==> src/rtl/cpu_seq_ctrl.sv <==
// cpu_seq_ctrl: multi-cycle sequencer for the 8-bit CPU.
// Fetches an instruction byte, pulses the decoder, latches the normalised
// one-hot op and drives the datapath strobes until the instruction retires.
module cpu_seq_ctrl (
  input  logic        clk,
  input  logic        rst,
  input  logic [15:0] ops,
  input  logic        zf,
  input  logic        cf,
  input  logic        mem_ready,
  input  logic        in_valid,
  input  logic        out_ready,
  output logic        decode_en,
  output logic        ir_ld,
  output logic        pc_inc,
  output logic        pc_ld,
  output logic        mem_req,
  output logic        mem_we,
  output logic        addr_sel,
  output logic        reg_we,
  output logic [1:0]  reg_src,
  output logic [2:0]  alu_op,
  output logic        flag_we,
  output logic        in_ack,
  output logic        out_valid,
  output logic        halted,
  output logic [2:0]  state
);

  localparam int unsigned OP_W = 16;

  // Op-class masks over the one-hot op vector.
  localparam logic [OP_W-1:0] M_EXEC = 16'h41F9;  // mova, ALU ops, nop
  localparam logic [OP_W-1:0] M_MEM  = 16'h0006;  // movb, movc
  localparam logic [OP_W-1:0] M_OPND = 16'h0E00;  // jmp, jz, jc
  localparam logic [OP_W-1:0] M_IO   = 16'h3000;  // in1, out1

  typedef enum logic [2:0] {
    S_RST    = 3'd0,
    S_FETCH  = 3'd1,
    S_DECODE = 3'd2,
    S_EXEC   = 3'd3,
    S_MEM    = 3'd4,
    S_OPND   = 3'd5,
    S_IO     = 3'd6,
    S_HALT   = 3'd7
  } state_t;

  state_t          r_state;
  state_t          w_next;
  logic [OP_W-1:0] r_op;
  logic [OP_W-1:0] w_ops_norm;
  logic [OP_W-1:0] w_ops_lsb;
  logic            w_taken;
  logic            w_unused;

  // Keep only the lowest set op bit; an empty decode is a nop.
  assign w_ops_lsb  = ops & OP_W'(~ops + 16'd1);
  assign w_ops_norm = (ops == '0) ? 16'h4000 : w_ops_lsb;

  // Jump resolution uses the flags present in the operand-completing cycle.
  assign w_taken = r_op[9] | (r_op[10] & zf) | (r_op[11] & cf);

  // nop and halt need no per-op strobes once their state is reached.
  assign w_unused = ^r_op[15:14];

  assign state = r_state;

  // State and latched op register.
  always_ff @(posedge clk or posedge rst) begin
    if (rst) begin
      r_state <= S_RST;
      r_op    <= '0;
    end else begin
      r_state <= w_next;
      if (r_state == S_DECODE) r_op <= w_ops_norm;
    end
  end

  // Next state and all datapath strobes.
  always_comb begin
    w_next    = r_state;
    decode_en = 1'b0;
    ir_ld     = 1'b0;
    pc_inc    = 1'b0;
    pc_ld     = 1'b0;
    mem_req   = 1'b0;
    mem_we    = 1'b0;
    addr_sel  = 1'b0;
    reg_we    = 1'b0;
    reg_src   = 2'd0;
    alu_op    = 3'd0;
    flag_we   = 1'b0;
    in_ack    = 1'b0;
    out_valid = 1'b0;
    halted    = 1'b0;
    case (r_state)
      S_RST: w_next = S_FETCH;
      S_FETCH: begin
        mem_req = 1'b1;
        if (mem_ready) begin
          ir_ld  = 1'b1;
          pc_inc = 1'b1;
          w_next = S_DECODE;
        end
      end
      S_DECODE: begin
        decode_en = 1'b1;
        if      ((w_ops_norm & M_EXEC) != '0) w_next = S_EXEC;
        else if ((w_ops_norm & M_MEM)  != '0) w_next = S_MEM;
        else if ((w_ops_norm & M_OPND) != '0) w_next = S_OPND;
        else if ((w_ops_norm & M_IO)   != '0) w_next = S_IO;
        else                                  w_next = S_HALT;
      end
      S_EXEC: begin
        w_next = S_FETCH;
        if (r_op[0]) reg_we = 1'b1;
        if (r_op[8:3] != '0) begin
          reg_we  = 1'b1;
          flag_we = 1'b1;
        end
        if      (r_op[3]) alu_op = 3'd1;
        else if (r_op[4]) alu_op = 3'd2;
        else if (r_op[5]) alu_op = 3'd3;
        else if (r_op[6]) alu_op = 3'd4;
        else if (r_op[7]) alu_op = 3'd5;
        else if (r_op[8]) alu_op = 3'd6;
      end
      S_MEM: begin
        mem_req  = 1'b1;
        addr_sel = 1'b1;
        mem_we   = r_op[1];
        if (mem_ready) begin
          w_next = S_FETCH;
          if (r_op[2]) begin
            reg_we  = 1'b1;
            reg_src = 2'd1;
          end
        end
      end
      S_OPND: begin
        mem_req = 1'b1;
        if (mem_ready) begin
          w_next = S_FETCH;
          if (w_taken) pc_ld  = 1'b1;
          else         pc_inc = 1'b1;
        end
      end
      S_IO: begin
        if (r_op[12]) begin
          if (in_valid) begin
            in_ack  = 1'b1;
            reg_we  = 1'b1;
            reg_src = 2'd2;
            w_next  = S_FETCH;
          end
        end else begin
          out_valid = 1'b1;
          if (out_ready) w_next = S_FETCH;
        end
      end
      S_HALT: halted = 1'b1;
      default: w_next = S_RST;
    endcase
  end

endmodule
==> config.mk <==
export PLATFORM = sky130hd
export DESIGN_NAME = cpu_seq_ctrl
export DESIGN_NICKNAME = d
export VERILOG_FILES = /design/src/rtl/cpu_seq_ctrl.sv
export SDC_FILE = /design/constraint.sdc
export NUM_CORES = 1
export LEC_CHECK = 0
export ABC_AREA = 1
export BUFFER_PORTS_ARGS = -buffer_cell sky130_fd_sc_hd__buf_2
export CAP_MARGIN = 20
export CORE_MARGIN = 5
export CORE_UTILIZATION = 27
export CTS_CLUSTER_DIAMETER = 120
export CTS_CLUSTER_SIZE = 30
export DETAILED_ROUTE_END_ITERATION = 6
export GPL_ROUTABILITY_DRIVEN = 0
export PLACE_DENSITY_LB_ADDON = 0.25
export SETUP_SLACK_MARGIN = 0.3
export SYNTH_ARGS = -nofsm -noshare
export SYNTH_HDL_FRONTEND = slang
export SYNTH_SLANG_ARGS = --single-unit
==> constraint.sdc <==
create_clock -name clk -period 2.7 [get_ports clk]
set_clock_uncertainty 0.2 [all_clocks]
set_input_delay 0.135 -clock clk [delete_from_list [all_inputs] [get_ports clk]]
set_output_delay 0.135 -clock clk [all_outputs]
set_load 0.005 [all_outputs]
; ---- Word level (Yosys, flattened, before mapping)
; Index checks and enable logic that the tools add are counted.
[word_totals]
register_bits = 16
inputBits = 23
output_inout_bits = 20
word_cells = 80
[op_classes]
n_addsub = 1
n_eq_ne = 11
muxes = 48
n_bitwise = 6
reduce_logical = 12
[op_table]
columns = cell, count
row1 = nonzero test 16 bit, 4
row2 = 2-to-1 mux 3 bit, 13
row3 = 2-to-1 mux 1 bit, 26
row4 = zero test 16 bit, 1
row5 = adder 15 x 1 -> 15 bit (second input constant), 1
row6 = bitwise AND 15 bit, 1
row7 = 2-to-1 mux 15 bit, 1
row8 = inverter 15 bit, 1
row9 = one-hot mux 3 bit (5 select lines), 1
row10 = == test 3 bit (second input constant), 4
row11 = 2-to-1 mux 2 bit, 4
row12 = == test 3 x 2 -> 1 bit (second input constant), 2
row13 = != test 3 bit (second input constant), 2
row14 = nonzero test 6 bit, 1
row15 = AND reduction 5 bit, 1
row16 = nonzero test 5 bit, 1
row17 = one-hot mux 2 bit (2 select lines), 1
row18 = OR reduction 2 bit, 2
row19 = == test 3 x 1 -> 1 bit (second input constant), 1
row20 = zero test 3 bit, 1
row21 = one-hot mux 1 bit (3 select lines), 1
row22 = OR reduction 3 bit, 1
row23 = bitwise AND 1 bit, 2
row24 = != test 2 x 1 -> 1 bit (second input constant), 1
row25 = 3 further kinds, 4

; ---- Longest topological paths before layout
; Gate-level depths: netlist of run 1.
[depth]
ltp_word = 10
depth_mapped = 9
depth_no_buf = 9

; ---- Least setup slack after synthesis of run 1
; No wires, ideal clock.
[synth_path]
path_kind = register to register
start = reg r_state[2] (netlist: state[2])
end = reg r_state[0] (netlist: state[0])
setup_ns = 0.133
arrival_ns = 1.107
t_required_ns = 2.367
setup_slack_ns = 1.260
path_stages_with_launch = 8
path_buffers = 1
synth_period_minus_slack_ns = 1.440
cell_sequence = dfrtp_1 -> buf_6 -> inv_4 -> a21oi_1 -> nand2_1 -> o211ai_2 -> nand2_1 -> a21boi_1
[synth_between]
elab_chain_cells = 4
word_cells_on_any_way = 16
cone_classes = eq/ne (10) / mux (1) / reduce/logical (5)
[synth_lines]
columns = element, line
row1 = from (decl), 49  ; state_t r_state;
row2 = from (signal assigned), 75  ; r_state <= w_next;
row3 = "== test 3 bit, or another cell as far along", 97  ; case (r_state)
row4 = OR reduction 2 bit (no line), --
row5 = nonzero test 5 bit (no line) or != test 2 x 1 -> 1 bit (tied branches), --
row6 = AND reduction 5 bit (no line), --
; Several ways; a longest one is shown, not always the timed one.
; A chain may end at the register's enable or synchronous reset.

; ---- Worst setup path in the final report of run 1
[layout_path]
start = reg r_state[2] (netlist: state[2])
end = out reg_we
[layout_between]
elab_chain_cells = 2
word_cells_on_any_way = 4
cone_classes = eq/ne (3) / mux (1)
[layout_lines]
columns = element, line
row1 = == test 3 bit or == test 3 x 2 -> 1 bit (tied branches), 97
row2 = one-hot mux 1 bit (3 select lines) (*), 97
row3 = to (decl), 20  ; output logic reg_we,
; Every way passes the cells marked *; elsewhere a longest branch is shown, timed or not.

==> results.json, run 1 <==
{
  "place_inst": 264,
  "clock_latency_ns": 0.24,
  "wl_um": 2891,
  "cp-start-kind": "flop",
  "hold_viol": 0,
  "mostFrequentLayoutCells": "buf_2 (42), nand2_1 (39), nor2_1 (31), inv_1 (24), dfrtp_1 (16)",
  "rr_startpoint": "state[0]",
  "grt_max_degree": 18,
  "slew_headroom": 0.6134,
  "crit_path_max_incr_delay_ns": 0.58,
  "antenna_cells": 0,
  "setup_ws_ns": 0.8730,
  "fin_nets": 242,
  "via_per_inst": 4.320,
  "finalCriticalPeriod_ns": 1.827,
  "hp-class": "input pin to flop",
  "cts_resized": 0,
  "vias": 1162,
  "r2r-end": "r_op[8]",
  "cap_violations": 0,
  "root_buffer": "clkbuf_8",
  "fp.dieW_um": 75.76,
  "area_growth_pct": 26.26,
  "dieArea_um2": 5739,
  "h-tree-depth": 1,
  "min_from": "ops[10]",
  "cp_top_family": "flip-flops",
  "dp_slack_ns": 1.090,
  "critPathSlowestCell": "dfrtp_1",
  "drc": 0,
  "p_sw_frac": 0.4056,
  "final_util": 0.3457,
  "clockBufferDepth": 2,
  "drtPass1Iterations": 4,
  "cp_max_fo": 10,
  "io_buffer_count": 42,
  "whs_endpoint": "r_op[10]",
  "synth-seq-cells": 16,
  "antenna_found_initial": 0,
  "power.switching_uw": 359.6,
  "tightest_slew_ns": 0.5793,
  "synth_area_per_cell_um2": 6.748,
  "synthFlopType": "dfrtp_1",
  "cts_inserted_buffers": 3,
  "p_leak_nw": 0.7845,
  "yosysWarnings": 0,
  "gr-total-overflow": 0,
  "slew_violations": 0,
  "setup_viol": 0,
  "worst-path-stages": 7,
  "tns_ns": 0,
  "p_int_uw": 527.0,
  "fin_area_um2": 1474,
  "power_density_nw_per_um2": 601.5,
  "syn_inst": 173,
  "grt_pass1_vias": 1119,
  "pwr-share-clk": 0.193,
  "max_freq_mhz": 547.3,
  "drt_iter0_drc": 37,
  "timing.hold.ws_ns": 0.01118,
  "grt_util_all_layers": 0.1081,
  "cts_sinks": 16,
  "ff2ff_path_depth": 6,
  "clkSlewWorstSetupHoldPaths_ns": 0.06,
  "drive_gt1_frac": 0.2949,
  "fin_crit_sh": 0.6767,
  "multi_input_area_um2": 625.6,
  "r2r_setup_slack_ns": 1.08,
  "nFillCells": 494,
  "cpMostUsedCell": "nor3_2",
  "hold_path_depth": 3,
  "route.detailed.wl_per_inst_um": 10.75,
  "ff_latch_area_um2": 400.4,
  "cts_tree": "yes",
  "vdd_drop_max_v": 0.0001484,
  "p_total_uw": 886.6,
  "final_common_cell": "buf_2",
  "synth-edff-count": 0,
  "cp.required_ns": 2.37,
  "fin_cells": 269,
  "start_util": 0.2738,
  "cp_cell_sequence": "inv_4 -> nor3_2 -> inv_1 -> nor3_2 -> nor2_1 -> nand3_1 -> buf_2",
  "ys_seq_area_frac": 0.3430,
  "dieHeight_um": 75.76,
  "synth_cell_type_count": 26,
  "rows": 24,
  "pin_count": 43,
  "path_class": "flop to primary output",
  "async_flop_share": 1.000,
  "rsz0062_at_grt": "no",
  "crit_buf_inv": 3,
  "hpwlAfterDp_um": 2445,
  "comb_power_share": 0.418,
  "place_area_um2": 1413,
  "endpoint_kind": "primary output",
  "syn_area_um2": 1167,
  "grt_pass1_wl_um": 4747,
  "detail-route-antenna-nets": 0,
  "status": "finished, final reports clean",
  "critical_path_arrival_ns": 1.49,
  "syn-num-nets": 196,
  "seqPwrFrac": 0.389,
  "core-area_um2": 4264
}
## final cells by class
type                       instances  share of cell area
multi-input combinational        125              0.4244
sequential                        16              0.2716
timing repair buffer              44              0.1562
inverter                          29             0.07555
tap                               52             0.04414
clock buffer                       3             0.02801
## logic make-up (layout without fill, tap and decap cells)
family / count (synthesis) / after routing / synth area share
compound gates: 24 / 24 / 0.1211
buf+inv: 32 / 76 / 0.1211
flops: 16 / 16 / 0.3430
simple gates: 101 / 101 / 0.4148
## synthesized netlist by cell type (2+ instances only)
master   number  area share
a21oi_1       4       0.017
buf_6         2       0.019
dfrtp_1      16        0.34
inv_1        24       0.077
inv_2         4       0.013
nand2_1      39        0.13
nand2_4       2       0.019
nand3_1      12       0.051
nand4_1       4       0.021
nor2_1       31        0.10
nor2_4        4       0.039
nor3_1        2      0.0086
nor3_2        3       0.026
o21ai_0      12       0.051
o21ai_1       3       0.013
## routing by layer
metal / global-route usage / part of all wire / vias up
li1: - / - / 636
met1: 0.1497 / 0.51 / 493
met2: 0.1606 / 0.42 / 31
met3: 0.01583 / 0.067 / 2
met4: 0.05825 / 0.012 / 0
met5: 0 / 0 / -
## power groups by stage
stage / clock network [mW] / logic [mW] / registers [mW]
finish: 0.171 / 0.370 / 0.345
global route: 0.190 / 0.430 / 0.354
CTS: 0.178 / 0.380 / 0.345
detailed placement: 0 / 0.377 / 0.350
global placement: 0 / 0.377 / 0.347
floorplan: 0 / 0.281 / 0.332
## worst max-delay path by stage
stage,start,endpoint,slack (ns)
2_1_floorplan,state[2],state[0],1.26
6_report,state[2],reg_we,0.87
3_5_place_dp,state[1],r_op[8],1.09
3_3_place_gp,state[2],state[0],1.06
4_1_cts,state[2],reg_we,0.83
5_1_grt,state[2],reg_we,0.70
## timing repair
item	4_1_cts	5_1_grt
endpoints found under the hold margin	17	0
hold buffers	2	0
setup endpoints to repair	0	0
buffers inserted	0	0
## state kept, by name, indices dropped and copies added, names as in the netlist
| register | cells |
|---|---|
| state | 3 |
| r_op | 13 |
## tightest hold or removal path, stage by stage
cell	delay [ns]
buf_2	0.11
nand3_1	0.11
o21ai_1	0.06
Note: power is estimated with default switching activity, not from simulation.
==> inputs of run 2 (changes only) <==
Settings changed: ABC_AREA 1 to 0.
Clock period 2.7 ns to 1.82 ns, I/O delays scaled along.
==> run 2 against run 1 <==
Net effect:
- sequential power increased by 81%
- clock power increased by 89%
- register-to-register slack got worse by 0.95 ns
- worst setup slack got worse by 0.87 ns
- synthesized cell count decreased by 30%
- count of clock-buffer cells in the layout increased by 1
==> results.json, run 2 <==
{
  "status": "finished, final reports clean",
  "final_common_cell": "buf_2",
  "mostFrequentLayoutCells": "buf_2 (37), nand2_1 (20), dlygate4sd3_1 (17), buf_6 (17), buf_4 (15)",
  "regMostFlops": "r_op",
  "setup_viol": 0,
  "max_freq_mhz": 549.5,
  "hold_viol": 0,
  "finalCriticalPeriod_ns": 1.820,
  "slew_violations": 0,
  "fin_cells": 258,
  "critical_path_arrival_ns": 1.53,
  "yosysWarnings": 0,
  "vias": 1185,
  "pwr-share-clk": 0.149,
  "cts_inserted_buffers": 3,
  "drt_iter0_drc": 30,
  "grt_util_all_layers": 0.1284,
  "vdd_drop_max_v": 0.0003452,
  "rr_startpoint": "state[0]",
  "path_class": "flop to primary output",
  "io_buffer_count": 42,
  "cp_max_fo": 4,
  "syn_inst": 121,
  "clock_latency_ns": 0.25,
  "synth-edff-count": 0,
  "cts_tree": "yes",
  "area_growth_pct": 99.24,
  "via_per_inst": 4.593,
  "syn-num-nets": 144,
  "grt_max_degree": 18,
  "hp-class": "input pin to flop",
  "cp-start-kind": "flop",
  "dieHeight_um": 70.55,
  "clkSlewWorstSetupHoldPaths_ns": 0.06,
  "ys_seq_area_frac": 0.4046,
  "ff_latch_area_um2": 402.9,
  "gr-total-overflow": 0,
  "start_util": 0.2745,
  "endpoint_kind": "primary output",
  "drc": 0,
  "fp.dieW_um": 70.55,
  "synth_most_common_cell": "nand2_1",
  "largest_register_ffs": 13,
  "h-tree-depth": 1,
  "rsz0062_at_grt": "yes",
  "crit_path_start": "state[2]",
  "tightest_slew_ns": 0.6527,
  "wl_um": 3468,
  "p_leak_nw": 0.9428,
  "antenna_found_initial": 0,
  "fin_nets": 234,
  "slew_headroom": 0.5644,
  "drive_gt1_frac": 0.5667,
  "p_total_mw": 2.168,
  "antenna_cells": 0,
  "synthTopCellsByArea": "dfrtp_1 (40%), nand2_1 (11%), nor2_1 (6.4%)",
  "final_util": 0.5468,
  "cap_violations": 0,
  "fin_crit_sh": 0.9999,
  "nFillCells": 336,
  "tns_ns": 0,
  "hpwlAfterDp_um": 2270,
  "comb_power_share": 0.563,
  "synth-seq-cells": 16,
  "synth_top_cell_by_area": "dfrtp_1",
  "power_density_nw_per_um2": 1100,
  "core-area_um2": 3606,
  "dieArea_um2": 4977,
  "synth_top_area_frac": 0.4046,
  "p_int_mw": 1.352,
  "cts_sinks": 16,
  "synth_common_cells": "nand2_1 (28), nor2_1 (17), dfrtp_1 (16)",
  "power.switching_uw": 816.0,
  "route.detailed.wl_per_inst_um": 13.44,
  "detail-route-antenna-nets": 0,
  "min_from": "ops[8]",
  "clockBufferDepth": 2,
  "seqPwrFrac": 0.289,
  "synth_area_per_cell_um2": 8.179,
  "place_inst": 213,
  "async_flop_share": 1.000,
  "syn_area_um2": 989.7,
  "pin_count": 43,
  "synth_cell_type_count": 37,
  "p_sw_frac": 0.3763,
  "multi_input_area_um2": 699.4,
  "rows": 22,
  "drtPass1Iterations": 4,
  "cp.required_ns": 1.53,
  "grt_pass1_vias": 1214,
  "synthFlopType": "dfrtp_1",
  "root_buffer": "clkbuf_8",
  "grt_pass1_wl_um": 5181
}
## run 2: timing repair
action | 4_1_cts | 5_1_grt
cloned | 0 | 1
pin swaps | 4 | 22
resized for setup | 11 | 52
endpoints found under the setup margin | 25 | 31
setup buffers | 11 | 12
hold buffers | 16 | 1
hold endpoints to repair | 30 | 1
## run 2: power by group through the flow
| stage | clock network, mW | logic, mW | registers (mW) |
|---|---|---|---|
| after global placement | 0 | 0.656 | 0.618 |
| final | 0.323 | 1.22 | 0.626 |
| after global routing | 0.347 | 1.34 | 0.646 |
| after floorplan | 0 | 0.431 | 0.590 |
| after detailed placement | 0 | 0.659 | 0.626 |
| after CTS | 0.331 | 0.862 | 0.604 |
## run 2: logic make-up after synthesis
family,Yosys count,share of synthesized area
and+or+nand+nor,70,0.3565
muxes,1,0.01011
AOI/OAI and AO/OA,24,0.1669
buffers and inverters,10,0.06195
DFF,16,0.4045
## run 2: cell type report
type	instances	area share
Multi-Input combinational cell	95	0.3547
Clock buffer	4	0.02792
Inverter	6	0.01777
Tap cell	48	0.03046
Sequential cell	16	0.2043
Timing Repair Buffer	89	0.3648
## run 2: final timing paths
| kind | to | slack (ns) | depth (start not counted) |
|---|---|---|---|
| setup / recovery | reg_we | 0.0002 | 5 |
| hold / removal | r_op[11] | 0.006 | 4 |
| setup reg to reg | r_op[12] | 0.13 | 5 |
| hold reg to reg | r_op[0] | 0.29 | 2 |
| max in group asynchronous | state[1] | 0.69 | 3 |
| min in group asynchronous | r_op[8] | 0.27 | 3 |
## run 2: metal layers
layer	share of wire	vias to the layer above	global-route usage
met5	0	-	0
met4	0.015	0	0.05428
met3	0.047	5	0.02841
met2	0.53	28	0.2391
met1	0.40	552	0.1390
li1	-	600	-
## run 2: metrics by stage
stage / setup WS (ns) / instance area, um^2 / hold WS [ns]
floorplan: 0.2479 / 999.7 / -0.1953
global placement: 0.1744 / 1295 / -0.0009607
detailed placement: 0.1309 / 1295 / 0.01377
CTS: 0.02739 / 1633 / 0.004834
global route: -0.06209 / 1972 / 0.03027
finish: 0.0001604 / 1972 / 0.006143
## run 2: worst max-delay path, stage by stage (launching register included)
cell and delay, ns:
dfrtp_1 0.42, nor2b_4 0.16, nor2b_4 0.13, and3_4 0.17, a2111o_1 0.27, buf_2 0.13
